--- src/rtl/pipeline_hazard_ctrl.sv ---
// rtl/pipeline_hazard_ctrl.sv - pipeline stall/bubble/flush controller with multi-cycle EX hold
// Optional STALL_PERF_EN macro enables the saturating stall_cycles counter.
module pipeline_hazard_ctrl #(
  parameter int STAGES   = 6,
  parameter int MC_STAGE = 3,
  parameter int CNT_W    = 6,
  parameter int FS_W     = 3
) (
  input  logic              clk,
  input  logic              rst,
  input  logic [STAGES-1:0] stall_req,
  input  logic              mc_start,
  input  logic [CNT_W-1:0]  mc_cycles,
  input  logic              flush_req,
  input  logic [FS_W-1:0]   flush_stage,
  output logic [STAGES-1:0] stall,
  output logic [STAGES-1:0] bubble,
  output logic [STAGES-1:0] flush,
  output logic              mc_busy,
  output logic              mc_done,
  output logic [31:0]       stall_cycles
);

  localparam logic [FS_W-1:0]  LAST_F = FS_W'(STAGES - 1);
  localparam logic [CNT_W-1:0] ONE    = CNT_W'(1);

  typedef enum logic {IDLE, PEND} pend_state_t;

  pend_state_t       state_q, state_d;
  logic [FS_W-1:0]   pend_f_q, pend_f_d;
  logic [CNT_W-1:0]  cnt;

  logic              mc_hold;
  logic [STAGES-1:0] src;
  logic [STAGES-1:0] reach;
  logic [STAGES-1:0] bubble_raw;
  logic [STAGES-1:0] flush_mask;
  logic [FS_W-1:0]   new_f;
  logic [FS_W-1:0]   eff_f;
  logic              new_valid;
  logic              active;
  logic              blocked;
  logic              fire;

  // Multi-cycle hold: the start cycle itself holds, then cnt covers the remaining N-1 cycles.
  assign mc_hold = (mc_start && (mc_cycles != '0)) || (cnt != '0);
  assign mc_busy = (cnt != '0);
  assign mc_done = !rst && ((cnt == ONE) ||
                            (mc_start && (mc_cycles == ONE) && (cnt == '0)));

  always_ff @(posedge clk) begin
    if (rst) begin
      cnt <= '0;
    end else if (cnt != '0) begin
      cnt <= cnt - ONE;
    end else if (mc_start && (mc_cycles > ONE)) begin
      cnt <= mc_cycles - ONE;
    end
  end

  // reach[i] = some stall source sits at index >= i, i.e. stage i must hold.
  always_comb begin
    logic acc;
    src = stall_req;
    src[MC_STAGE] = stall_req[MC_STAGE] | mc_hold;
    acc = 1'b0;
    reach = '0;
    for (int i = STAGES - 1; i >= 0; i--) begin
      acc = acc | src[i];
      reach[i] = acc;
    end
  end

  always_comb begin
    bubble_raw = '0;
    for (int i = 1; i < STAGES; i++) begin
      bubble_raw[i] = reach[i-1] & ~reach[i];
    end
  end

  // A fresh request replaces any pending one; F=0 requests are ignored entirely.
  always_comb begin
    new_f     = (flush_stage > LAST_F) ? LAST_F : flush_stage;
    new_valid = flush_req && (flush_stage != '0);
    eff_f     = new_valid ? new_f : pend_f_q;
    active    = new_valid || (state_q == PEND);
    blocked   = reach[eff_f];
    fire      = active && !blocked && !rst;
    flush_mask = ~({STAGES{1'b1}} << eff_f);
  end

  always_ff @(posedge clk) begin
    if (rst) begin
      state_q  <= IDLE;
      pend_f_q <= '0;
    end else begin
      state_q  <= state_d;
      pend_f_q <= pend_f_d;
    end
  end

  always_comb begin
    state_d  = IDLE;
    pend_f_d = pend_f_q;
    if (active && blocked) begin
      state_d  = PEND;
      pend_f_d = eff_f;
    end
  end

  // Flush wins over stall/bubble for the flushed younger stages.
  always_comb begin
    stall  = '0;
    bubble = '0;
    flush  = '0;
    if (!rst) begin
      if (fire) begin
        flush  = flush_mask;
        stall  = reach & ~flush_mask;
        bubble = bubble_raw & ~flush_mask;
      end else begin
        stall  = reach;
        bubble = bubble_raw;
      end
    end
  end

`ifdef STALL_PERF_EN
  logic [31:0] perf_q;

  always_ff @(posedge clk) begin
    if (rst) begin
      perf_q <= '0;
    end else if ((|stall) && (perf_q != 32'hFFFF_FFFF)) begin
      perf_q <= perf_q + 32'd1;
    end
  end

  assign stall_cycles = perf_q;
`else
  assign stall_cycles = 32'd0;
`endif

endmodule

--- config.mk ---
export PLATFORM = sky130hd
export DESIGN_NAME = pipeline_hazard_ctrl
export DESIGN_NICKNAME = d
export VERILOG_FILES = /design/src/rtl/pipeline_hazard_ctrl.sv
export SDC_FILE = /design/constraint.sdc
export NUM_CORES = 1
export LEC_CHECK = 0
export BUFFER_PORTS_ARGS = -buffer_cell sky130_fd_sc_hd__buf_2
export CAP_MARGIN = 15
export CORE_ASPECT_RATIO = 0.7
export CORE_UTILIZATION = 41
export DETAILED_ROUTE_END_ITERATION = 7
export PLACE_DENSITY = 0.79
export SYNTH_ARGS = -nofsm -noshare
export SYNTH_HDL_FRONTEND = slang
export SYNTH_SLANG_ARGS = --single-unit
--- constraint.sdc ---
create_clock -name clk -period 2.2 [get_ports clk]
set_input_delay 0.11 -clock clk [delete_from_list [all_inputs] [get_ports clk]]
set_output_delay 0.11 -clock clk [all_outputs]
set_load 0.005 [all_outputs]
Yosys cells after proc, flatten, opt, wreduce, memory -nomap -nowiden
Cells that the tools add are included.
Word-level totals
  word-level logic and storage cells: 63
  output and inout bits: 52
  flip-flop bits (word level): 10
  bits of input ports: 19
Operators by class
  mux-type cells: 13
  add/sub/neg operators: 2
  shifts and indexed selects: 1
  order comparisons: 3
  bitwise operators: 20
  reduce and logical (&&, ||, !) cells: 19
  equality and inequality tests: 2
Operators by type and width (number)
  2-to-1 mux 6 bit: 8
  bitwise AND 6 bit: 2
  equality test 6 x 1 -> 1 bit (second input constant): 2
  inverter 6 bit: 2
  nonzero test 6 bit: 2
  subtractor 6 x 1 -> 6 bit (second input constant): 2
  logical AND 1 bit: 9
  greater-than comparator 6 x 1 -> 1 bit (second input constant): 1
  logical NOT 6 bit: 1
  2-to-1 mux 3 bit: 2
  OR 1 bit: 6
  left shift 6 x 3 -> 6 bit (first input constant): 1
  bitwise AND 1 bit: 5
  inverter 1 bit: 5
  < comparator 3 x 4 -> 1 bit (second input constant): 1
  binary-select mux 1 bit (select 3 bit): 1
  greater-than comparator 3 bit (second input constant): 1
  logical OR 1 bit: 3
  nonzero test 3 bit: 1
  logical NOT 1 bit: 2
  2-to-1 mux 1 bit: 2
  nonzero test 2 bit: 1

Longest topological paths before layout
Gate-level depths: netlist of the first run.
  word-level depth: 15
  mapped depth: 7
  mapped depth without buffers: 7

Worst setup path after synthesis of the first run
OpenSTA, ideal clock, no wires.
  kind: register to register
  from: register cnt[2]
  to: register pend_f_q[0]
  path slack: 0.082 ns
  cell stages (with the launch flop): 6
  clock period less this slack: 2.118 ns
  required time: 2.077 ns
  arrival: 1.995 ns
  buffers on the path: 0
  setup time: 0.123 ns
  path through: dfxtp_1 -> nor4_2 -> nand2_2 -> o41a_1 -> a221o_1 -> mux2_1
On the way
  longest elaborated chain between the ends: 10
Ends and longest elaborated chain
  start: declaration: RTL line 31  | logic [CNT_W-1:0] cnt;
  start signal: assignment: RTL line 55  | cnt <= cnt - ONE;
  start signal: assignment: RTL line 57  | cnt <= mc_cycles - ONE;
  nonzero test 6 bit (*): RTL line 46  | assign mc_hold = (mc_start && (mc_cycles != '0)) || (cnt != '0);
  logical OR 1 bit (*): RTL line 46
  OR 1 bit (*): RTL line 65  | src[MC_STAGE] = stall_req[MC_STAGE] | mc_hold;
  OR 1 bit (*): RTL line 69  | acc = acc | src[i];
  OR 1 bit (3 in a row): RTL line 69
  binary-select mux 1 bit (select 3 bit) (*): RTL line 87  | blocked = reach[eff_f];
  2-to-1 mux 1 bit (not written as such) (*): RTL line 87
  logical AND 1 bit (*): RTL line 105  | if (active && blocked) begin
  end signal: assignment: RTL line 98  | pend_f_q <= pend_f_d;
  end: declaration: RTL line 30  | logic [FS_W-1:0] pend_f_q, pend_f_d;
Mark *: on every way between the ends. The rest lies on a longest branch, timed or not. The select of a mux whose other input is x is not followed.
A chain may end at the register's enable or synchronous reset.

Worst setup path after layout of the first run
  from: register cnt[5]
  to: output flush[5]
On the way
  longest elaborated chain between the ends: 14
Ends and longest elaborated chain
  nonzero test 6 bit (*): RTL line 46
  logical OR 1 bit (*): RTL line 46
  OR 1 bit (*): RTL line 65
  OR 1 bit (*): RTL line 69
  OR 1 bit (3 in a row): RTL line 69
  binary-select mux 1 bit (select 3 bit) (*): RTL line 87
  2-to-1 mux 1 bit (not written as such) (*): RTL line 87
  logical NOT 1 bit (*): RTL line 88  | fire = active && !blocked && !rst;
  logical AND 1 bit (*) (2 in a row): RTL line 88
  2-to-1 mux 6 bit (*): RTL line 117  | if (fire) begin
  2-to-1 mux 6 bit (*): RTL line 116  | if (!rst) begin
  end: declaration: RTL line 18  | output logic [STAGES-1:0] flush,
Marked as above.

==> results.py, run 1 <==
metrics = {
    "outcome": {
        "outcome": "completed",
    },
    "finish": {
        "final_util_pct": 56.2,
        "final_area_mm2": 0.00164,
        "multi_input_area_um2": 995,
        "diodes": 0,
        "fin_cells": 259,
        "fill_cells": 281,
        "regArea_um2": 206,
        "drive_above_1_share_pct": 33.6,
        "final_nets": 248,
        "syn_to_final_growth_pct": 25.2,
    },
    "synth": {
        "synth_compound_area_share_pct": 23.6,
        "synth_edf_count": 0,
        "yosys.area_share.simple_pct": 25.3,
        "synth_top_family_by_area": "simple AND/OR/NAND/NOR gates",
        "syn_area_mm2": 0.00131,
        "syn_area_per_cell_um2": 7.67,
        "synthXorXnorAreaFrac_pct": 4.68,
        "yosys_warnings": 0,
        "ys_seq_area_share_pct": 15.3,
        "ys_dominant_reg_cell": "dfxtp_1",
        "synthCells": 171,
        "async_flop_share_pct": 0,
        "ys_types": 49,
        "synth_fa_ha_area_share_pct": 4.77,
        "ys_ff_latch": 10,
        "muxShareOfSynthArea_pct": 3.24,
    },
    "floorplan": {
        "die_x_um": 69.6,
        "io_pins": 71,
        "core_mm2": 0.00292,
        "die-area_mm2": 0.00343,
        "initial_core_util_pct": 44.9,
        "fp-row-count": 16,
        "die_h_um": 49.3,
    },
    "sta": {
        "hold_viol_final": 0,
        "period_needed_ns": 2.19,
        "finalSetupTns_ns": 0,
        "min_period_over_period_pct": 99.3,
        "rsz0062_at_grt": "yes",
        "worst_pin_slew_ns": 0.584,
        "whs_ns": 0.237,
        "final-max-slew-violation-count": 0,
        "relSlewSlack_pct": 61.0,
        "finalSetupViolCount": 0,
        "skew_ns": 0.00208,
        "fmax_mhz": 458,
    },
    "route": {
        "drc": 0,
        "routed_wl_um": 3270,
        "dr.pass1.iters": 4,
        "antenna_left": 0,
        "drt_iter0_drc": 118,
        "via_per_inst": 5.29,
        "wire_per_inst_um": 12.6,
        "vias": 1371,
    },
    "worst_setup_path": {
        "crit_slowest_cell": "o41a_1",
        "worstPathArrival_ns": 2.08,
        "start_kind": "flop",
        "cpLargestDelayFamily": "simple AND/OR/NAND/NOR gates",
        "crit_top_cell": "nor4_4",
        "crit_path_end_kind": "output pin",
        "crit_buf_inv": 2,
        "cp.required_ns": 2.09,
        "max_stage_delay_ns": 0.40,
        "crit_path_cell_trace": "nor4_4 > nand2_2 > o41a_1 > nor4_4 > buf_4 > and3_1 > buf_2",
        "crit_type": "reg -> out",
        "worst-path-max-fanout": 5,
    },
    "grt": {
        "gr-total-overflow": 0,
        "grt_max_degree": 23,
        "track_usage_pct": 17.5,
        "grt_pass1_vias": 1140,
        "grt_pass1_wl_um": 4880,
        "antenna_found_initial": 0,
    },
    "place": {
        "dp_hpwl_um": 2400,
        "io_buffers": 37,
        "dpl.cell_count": 251,
        "place_area_mm2": 0.00149,
        "gp_congestion": 0.888,
    },
    "min_path": {
        "hold_path_class": "in -> reg",
    },
    "clock_tree": {
        "cts_hold_buffers": 0,
        "cts-buffers-inserted": 3,
        "clk-insertion-delay-late_ns": 0.24,
        "cts_max_level": 1,
        "clock-sinks": 10,
        "clk_pin_slew_worst_paths_ns": 0.05,
        "cts_tree": "done",
        "root_buffer": "clkbuf_8",
        "clk_path_buf_depth": 2,
    },
    "pwr": {
        "peakVddDrop_mv": 0.488,
        "power_density_mw_per_mm2": 717,
        "leakage_uw": 0.000791,
    },
    "run": {
        "max_cap_viol_count": 0,
    },
}
-- through the flow --
stage               worst slack (ns)  total power, uW
global route                 -0.0741             1250
finish                        0.0144             1180
floorplan                     0.0816              718
global placement              0.0278              835
detailed placement           -0.0500              844
CTS                          0.00673             1130
-- routing by layer --
metal | vias up | wire, um | track usage, %
li1 | 661 | - | -
met1 | 651 | 1510 | 23.2
met2 | 52 | 1520 | 28.3
met3 | 7 | 163 | 1.45
met4 | 0 | 75 | 9.18
met5 | - | 0 | 0
-- repair_timing --
item | CTS | global route
setup endpoints to repair | 16 | 17
resized for setup | 7 | 11
pin swaps | 4 | 5
setup buffers | 2 | 1
cloned | 1 | 0
-- registers in the layout, summed over array words and instances, names as in the netlist --
signal    flops
cnt           6
pend_f_q      3
state_q       1
-- report_power, final --
group          total, uW  switching (uW)  internal [uW]
logic                633             335            298
clock network        234            76.5            158
registers            309            66.6            243
-- cells in the mapped netlist (all sizes together) (2+ instances only) --
cell    count  area [um2]
nor4        5        52.6
and3        2        12.5
a22oi       2        15.0
or3         2        12.5
mux2        2        22.5
o21a        3        22.5
dfxtp      10         200
nor3        8        40.0
clkbuf      4        15.0
o21ai       3        15.0
nand2       5        21.3
a211oi      9        67.6
buf        33         248
a21oi       6        30.0
and2        2        12.5
nand2b      3        18.8
inv        10        37.5
ha          5        62.6
xor2        5        43.8
xnor2       2        17.5
mux2i       2        20.0
a221oi      4        35.0
a221o       2        20.0
nor2       18        67.6
nor2b       3        18.8
nor3b       2        20.0
-- path summary, 6_finish.rpt --
| kind | slack [ns] | to | from | cells after the start |
|---|---|---|---|---|
| setup / recovery | 0.01 | flush[5] | cnt[5]$_SDFFE_PP0P_ | 7 |
| hold / removal | 0.24 | cnt[4]$_SDFFE_PP0P_ | mc_cycles[4] | 4 |
| setup reg to reg | 0.09 | pend_f_q[0]$_SDFFE_PP0P_ | cnt[5]$_SDFFE_PP0P_ | 6 |
| hold reg to reg | 0.58 | pend_f_q[2]$_SDFFE_PP0P_ | pend_f_q[2]$_SDFFE_PP0P_ | 1 |
-- cell usage in the layout, fill, tap and decap left out, types with 3 or more instances in the layout --
| cell type | instances |
|---|---|
| conb_1 | 33 |
| nand2_1 | 4 |
| a221oi_1 | 4 |
| ha_1 | 4 |
| nand2b_1 | 3 |
| clkbuf_8 | 4 |
| nor2_1 | 18 |
| o21ai_0 | 3 |
| xor2_1 | 5 |
| inv_1 | 8 |
| nor2b_1 | 3 |
| nor3_1 | 6 |
| buf_2 | 38 |
| a21oi_1 | 5 |
| dfxtp_1 | 7 |
| o21a_1 | 3 |
| buf_4 | 15 |
| a211oi_1 | 9 |
| nor4_1 | 3 |
-- cell families after synthesis --
group | Yosys count
XOR/XNOR | 7
buffers and inverters | 47
flip-flops | 10
other | 1
AO/OA/AOI/OAI | 41
adder cells (fa/ha/maj) | 5
AND/OR/NAND/NOR | 56
multiplexers | 4
-- layout make-up --
class,count,area share [%]
multi-input cells,146,60.6
repair buffers,53,18.4
flip-flops and latches,10,12.6
clock buffers,4,3.35
well taps,36,2.74
inverters,10,2.29
-- tightest hold or removal path, cell delays in order --
cell and delay [ns]:
buf_2 0.12, xor2_1 0.07, nor2_1 0.08, a211oi_1 0.05
Note: power is estimated with default switching activity, not from simulation.
==> inputs of run 2 (changes only) <==
- PLACE_DENSITY: 0.79 -> 0.77
==> results.py, run 2 (synthesis results as in run 1) <==
metrics = {
    "finish": {
        "final_cell_mix": "buf_2, conb_1, buf_4, nor2_1, inv_1",
        "drive_above_1_share_pct": 34.4,
        "final_nets": 252,
        "top_register": "cnt",
        "layout_commonest_cell": "buf_2",
        "reg_top3": "cnt: 6 flops, pend_f_q: 3 flops, state_q: 1 flops",
        "final_area_mm2": 0.00171,
        "diodes": 0,
        "syn_to_final_growth_pct": 30.3,
        "largest_reg_flops": 6,
        "final_util_pct": 58.5,
    },
    "route": {
        "wire_per_inst_um": 13.0,
        "drt_iter0_drc": 117,
        "via_per_inst": 5.24,
        "routed_wl_um": 3420,
        "vias": 1378,
        "drc": 0,
        "antenna_left": 0,
        "dr.pass1.iters": 4,
    },
    "floorplan": {
        "io_pins": 71,
        "die_x_um": 69.6,
        "initial_core_util_pct": 44.9,
        "die_h_um": 49.3,
        "core_mm2": 0.00292,
        "fp-row-count": 16,
        "die-area_mm2": 0.00343,
    },
    "clock_tree": {
        "cts_max_level": 1,
        "clock-sinks": 10,
        "root_buffer": "clkbuf_8",
        "cts_tree": "done",
        "clk_pin_slew_worst_paths_ns": 0.05,
        "cts-buffers-inserted": 3,
        "cts_hold_buffers": 0,
        "clk_path_buf_depth": 2,
        "clk-insertion-delay-late_ns": 0.23,
    },
    "outcome": {
        "outcome": "finished, violations left",
        "violations": "negative setup slack",
    },
    "sta": {
        "setup_slack_ns": -0.0346,
        "min_period_over_period_pct": 102,
        "final-max-slew-violation-count": 0,
        "period_needed_ns": 2.23,
        "finalSetupViolCount": 3,
        "relSlewSlack_pct": 62.5,
        "worst_pin_slew_ns": 0.562,
        "whs_ns": 0.261,
        "fmax_mhz": 448,
        "rsz0062_at_grt": "yes",
        "hold_viol_final": 0,
        "skew_ns": 0.00232,
    },
    "grt": {
        "use_met2_pct": 28.3,
        "use_met3_pct": 1.24,
        "track_usage_pct": 18.5,
        "antenna_found_initial": 0,
        "grt_pass1_vias": 1136,
        "grt.met1_usage_pct": 27.8,
        "grt-busiest-layer": "met2",
        "grt_pass1_wl_um": 5220,
        "grt_max_degree": 22,
        "gr-total-overflow": 0,
    },
    "place": {
        "place_area_mm2": 0.00151,
        "dp_hpwl_um": 2600,
        "gp_congestion": 0.834,
        "pre_cts_ws_ns": -0.0253,
        "io_buffers": 37,
    },
    "run": {
        "max_cap_viol_count": 0,
    },
    "min_path": {
        "hp-start": "mc_cycles[4]",
        "hold_path_class": "in -> reg",
    },
    "worst_setup_path": {
        "start_kind": "flop",
        "max_stage_delay_ns": 0.43,
        "worstPathArrival_ns": 2.12,
        "crit_path_end_kind": "output pin",
        "worst-path-max-fanout": 5,
        "crit_path_cell_trace": "nor4_4 > nand2_2 > o41a_1 > buf_4 > nor4_4 > buf_4 > nor3_2 > buf_2",
        "cp-startpoint": "cnt[4]$_SDFFE_PP0P_",
        "cp.required_ns": 2.09,
        "crit_type": "reg -> out",
        "r2r-start": "cnt[4]$_SDFFE_PP0P_",
        "crit_slowest_cell": "o41a_1",
    },
    "pwr": {
        "peakVddDrop_mv": 0.356,
        "power_density_mw_per_mm2": 696,
        "leakage_uw": 0.000815,
        "p_total_uw": 1190,
    },
}
[run 2: cell type report]
type | count | area, um2
Multi-Input combinational cell | 146 | 1020
Sequential cell | 10 | 204
Tap cell | 36 | 45.0
Clock buffer | 4 | 55.1
Fill cell | 275 | 1210
Inverter | 10 | 37.5
Timing Repair Buffer | 57 | 352
[run 2: report_power, final]
| group | switching (uW) | total [uW] | internal [uW] |
|---|---|---|---|
| Sequential | 55.5 | 294 | 239 |
| Combinational | 351 | 668 | 317 |
| Clock | 69.3 | 226 | 157 |
[run 2: what timing repair did]
item | in CTS | in global routing
buffers inserted | 1 | 3
hold endpoints to repair | 0 | 0
endpoints found under the setup margin | 17 | 18
gates cloned | 1 | 0
gates resized for setup | 5 | 17
pin swaps | 3 | 8
[run 2: final timing paths]
path	depth (start not counted)	slack [ns]	endpoint
min reg2reg	1	0.57	pend_f_q[2]$_SDFFE_PP0P_
max	8	-0.03	bubble[1]
min	4	0.26	cnt[4]$_SDFFE_PP0P_
max reg2reg	6	0.02	pend_f_q[0]$_SDFFE_PP0P_
[run 2: metal layers]
| metal | share of wire [%] | up-vias | wire length, um |
|---|---|---|---|
| met2 | 45 | 69 | 1540 |
| met5 | 0 | - | 0 |
| met3 | 8.1 | 2 | 278 |
| met1 | 46 | 640 | 1590 |
| met4 | 0.44 | 0 | 15 |
| li1 | - | 667 | - |
[run 2: critical path, delay by kind of cell, from the launching register on]
kind | cells | cell delay, ns
and+or+nand+nor | 4 | 0.62
buffers and inverters | 3 | 0.49
AOI/OAI and AO/OA | 1 | 0.43
DFF | 1 | 0.35
[run 2: through the flow]
stage / setup TNS (ns) / instances
after floorplan: 0 / 203
after global placement: 0 / 254
after detailed placement: -0.0499 / 254
after CTS: 0 / 260
after global routing: -1.03 / 263
final: -0.0718 / 263
==> inputs of run 3 (changes only) <==
- CORE_ASPECT_RATIO: 0.7 -> unset
==> results.py, run 3 (synthesis results as in run 1) <==
metrics = {
    "floorplan": {
        "die_x_um": 58.6,
        "core_mm2": 0.00305,
        "io_pins": 71,
        "die-area_mm2": 0.00343,
        "die_h_um": 58.6,
        "fp-row-count": 20,
        "initial_core_util_pct": 43.0,
    },
    "sta": {
        "rsz0062_at_grt": "yes",
        "skew_ns": 0.000414,
        "period_needed_ns": 2.25,
        "worst_pin_slew_ns": 0.566,
        "fmax_mhz": 445,
        "hold_viol_final": 0,
        "final-max-slew-violation-count": 0,
        "setup_slack_ns": -0.0452,
        "min_period_over_period_pct": 102,
        "finalSetupViolCount": 6,
        "relSlewSlack_pct": 62.2,
    },
    "clock_tree": {
        "cts_hold_buffers": 0,
        "cts_max_level": 1,
        "cts-buffers-inserted": 3,
        "cts_tree": "done",
        "clock-sinks": 10,
        "clk_path_buf_depth": 2,
        "clk-insertion-delay-late_ns": 0.26,
        "root_buffer": "clkbuf_4",
        "clk_pin_slew_worst_paths_ns": 0.06,
    },
    "finish": {
        "fill_cells": 284,
        "syn_to_final_growth_pct": 26.0,
        "drive_above_1_share_pct": 33.0,
        "layout_commonest_cell": "buf_2",
        "diodes": 0,
        "final_cell_mix": "buf_2, conb_1, buf_4, nor2_1, inv_1",
        "top_register": "cnt",
        "reg_top3": "cnt: 6 flops, pend_f_q: 3 flops, state_q: 1 flops",
        "largest_reg_flops": 6,
        "final_util_pct": 54.1,
        "final_nets": 252,
        "fin_cells": 271,
    },
    "worst_setup_path": {
        "setup.worst_path.end": "flush[5]",
        "worstPathArrival_ns": 2.14,
        "crit_type": "reg -> out",
        "crit_cells": 7,
        "max_stage_delay_ns": 0.40,
        "crit_top_cell": "nor4_4",
        "start_kind": "flop",
        "r2r_end": "pend_f_q[0]$_SDFFE_PP0P_",
        "crit_path_cell_trace": "nor4_4 > nand2_2 > o41a_1 > nor4_4 > buf_4 > and3_1 > buf_2",
        "r2r-start": "cnt[4]$_SDFFE_PP0P_",
        "worst-path-max-fanout": 5,
        "worst-r2r-cell-count": 6,
        "r2r_setup_slack_ns": 0.04,
        "crit_buf_inv": 2,
        "cpLargestDelayFamily": "simple AND/OR/NAND/NOR gates",
        "crit_slowest_cell": "o41a_1",
        "crit_path_end_kind": "output pin",
        "cp.required_ns": 2.09,
        "cp-startpoint": "cnt[4]$_SDFFE_PP0P_",
    },
    "route": {
        "drc": 0,
        "routed_wl_um": 2960,
        "wire_per_inst_um": 10.9,
        "drt_iter0_drc": 56,
        "dr.pass1.iters": 4,
        "via_per_inst": 5.01,
        "antenna_left": 0,
        "vias": 1357,
    },
    "grt": {
        "gr-total-overflow": 0,
        "antenna_found_initial": 0,
        "grt_pass1_wl_um": 4900,
        "grt_pass1_vias": 1143,
        "track_usage_pct": 17.8,
        "grt_max_degree": 23,
    },
    "place": {
        "dpl.cell_count": 262,
        "io_buffers": 37,
        "dp_hpwl_um": 2290,
        "gp_congestion": 0.882,
    },
    "pwr": {
        "clkPwrFrac_pct": 14.1,
        "seq_power_share_pct": 26.1,
        "p_switching_uw": 472,
        "power_density_mw_per_mm2": 695,
        "peakVddDrop_mv": 0.443,
        "power_frac_comb_pct": 59.8,
        "swShare_pct": 41.1,
        "leakage_uw": 0.000805,
        "p_int_uw": 677,
    },
    "outcome": {
        "violations": "negative setup slack",
        "outcome": "finished, violations left",
    },
    "min_path": {
        "hold_path_class": "in -> reg",
    },
    "run": {
        "max_cap_viol_count": 0,
    },
}
==> run 3: changes by cell type in the layout (fill, tap and decap cells not counted), moves of 2 or more <==
cell,before,now
buf_2,35,38
buf_6,3,0
clkbuf_4,0,3
clkbuf_8,4,1
mux2_1,0,2
mux2_4,2,0
==> run 3: worst min path at each step <==
stage,start,endpoint,slack [ns],cells after the start
floorplan,stall_req[0],bubble[1],0.31,2
detailed placement,rst,state_q$_SDFF_PP0_,0.50,2
CTS,rst,state_q$_SDFF_PP0_,0.23,2
finish,mc_cycles[4],cnt[4]$_SDFFE_PP0P_,0.23,4
global route,rst,state_q$_SDFF_PP0_,0.25,2
global placement,mc_cycles[2],cnt[2]$_SDFFE_PP0P_,0.50,4
==> run 3: worst register-to-register path, cell delays in order (launching register included) <==
cell and delay, ns:
dfxtp_4 0.35, nor4_4 0.33, nand2_2 0.10, o41a_1 0.40, buf_4 0.17, a221o_1 0.38
mux2_1 0.32
==> run 3: metal layers <==
layer	track usage, %	wire [um]	up-vias
li1	-	-	675
met1	24.9	1390	625
met2	29.9	1380	53
met3	1.32	165	4
met4	4.08	25	0
met5	0	0	-
==> run 3: layout make-up <==
type                    count  area, um2  share of cell area (%)
multi-input cells         146        986                    59.7
repair buffers             57        333                    20.1
well taps                  44       55.1                    3.33
flip-flops and latches     10        205                    12.4
inverters                  10       37.5                    2.27
clock buffers               4       36.3                    2.20
==> run 3: per-stage QoR <==
step | hold slack (ns) | power (uW) | cell area, um2 | TNS (ns) | setup WS, ns
after floorplan | 0.309 | 718 | 1430 | 0 | 0.0816
after global placement | 0.498 | 859 | 1520 | 0 | 0.0420
final | 0.229 | 1150 | 1650 | -0.109 | -0.0452
after global routing | 0.248 | 1260 | 1650 | -1.60 | -0.161
after detailed placement | 0.500 | 870 | 1520 | -0.00144 | -0.00144
after CTS | 0.230 | 1090 | 1600 | 0 | 0.00379
==> run 3: timing repair <==
item,CTS,global route
cloned,1,0
resized for setup,6,8
endpoints found under the setup margin,17,18
pin swaps,4,1
setup buffers,2,2
hold endpoints to repair,0,0
==> run 3: power by group through the flow <==
stage / Clock (uW) / Sequential [uW] / Combinational [uW]
6_report: 162 / 300 / 688
5_1_grt: 173 / 309 / 775
4_1_cts: 162 / 298 / 627
3_5_place_dp: 0 / 287 / 583
3_3_place_gp: 0 / 283 / 576
2_1_floorplan: 0 / 278 / 439
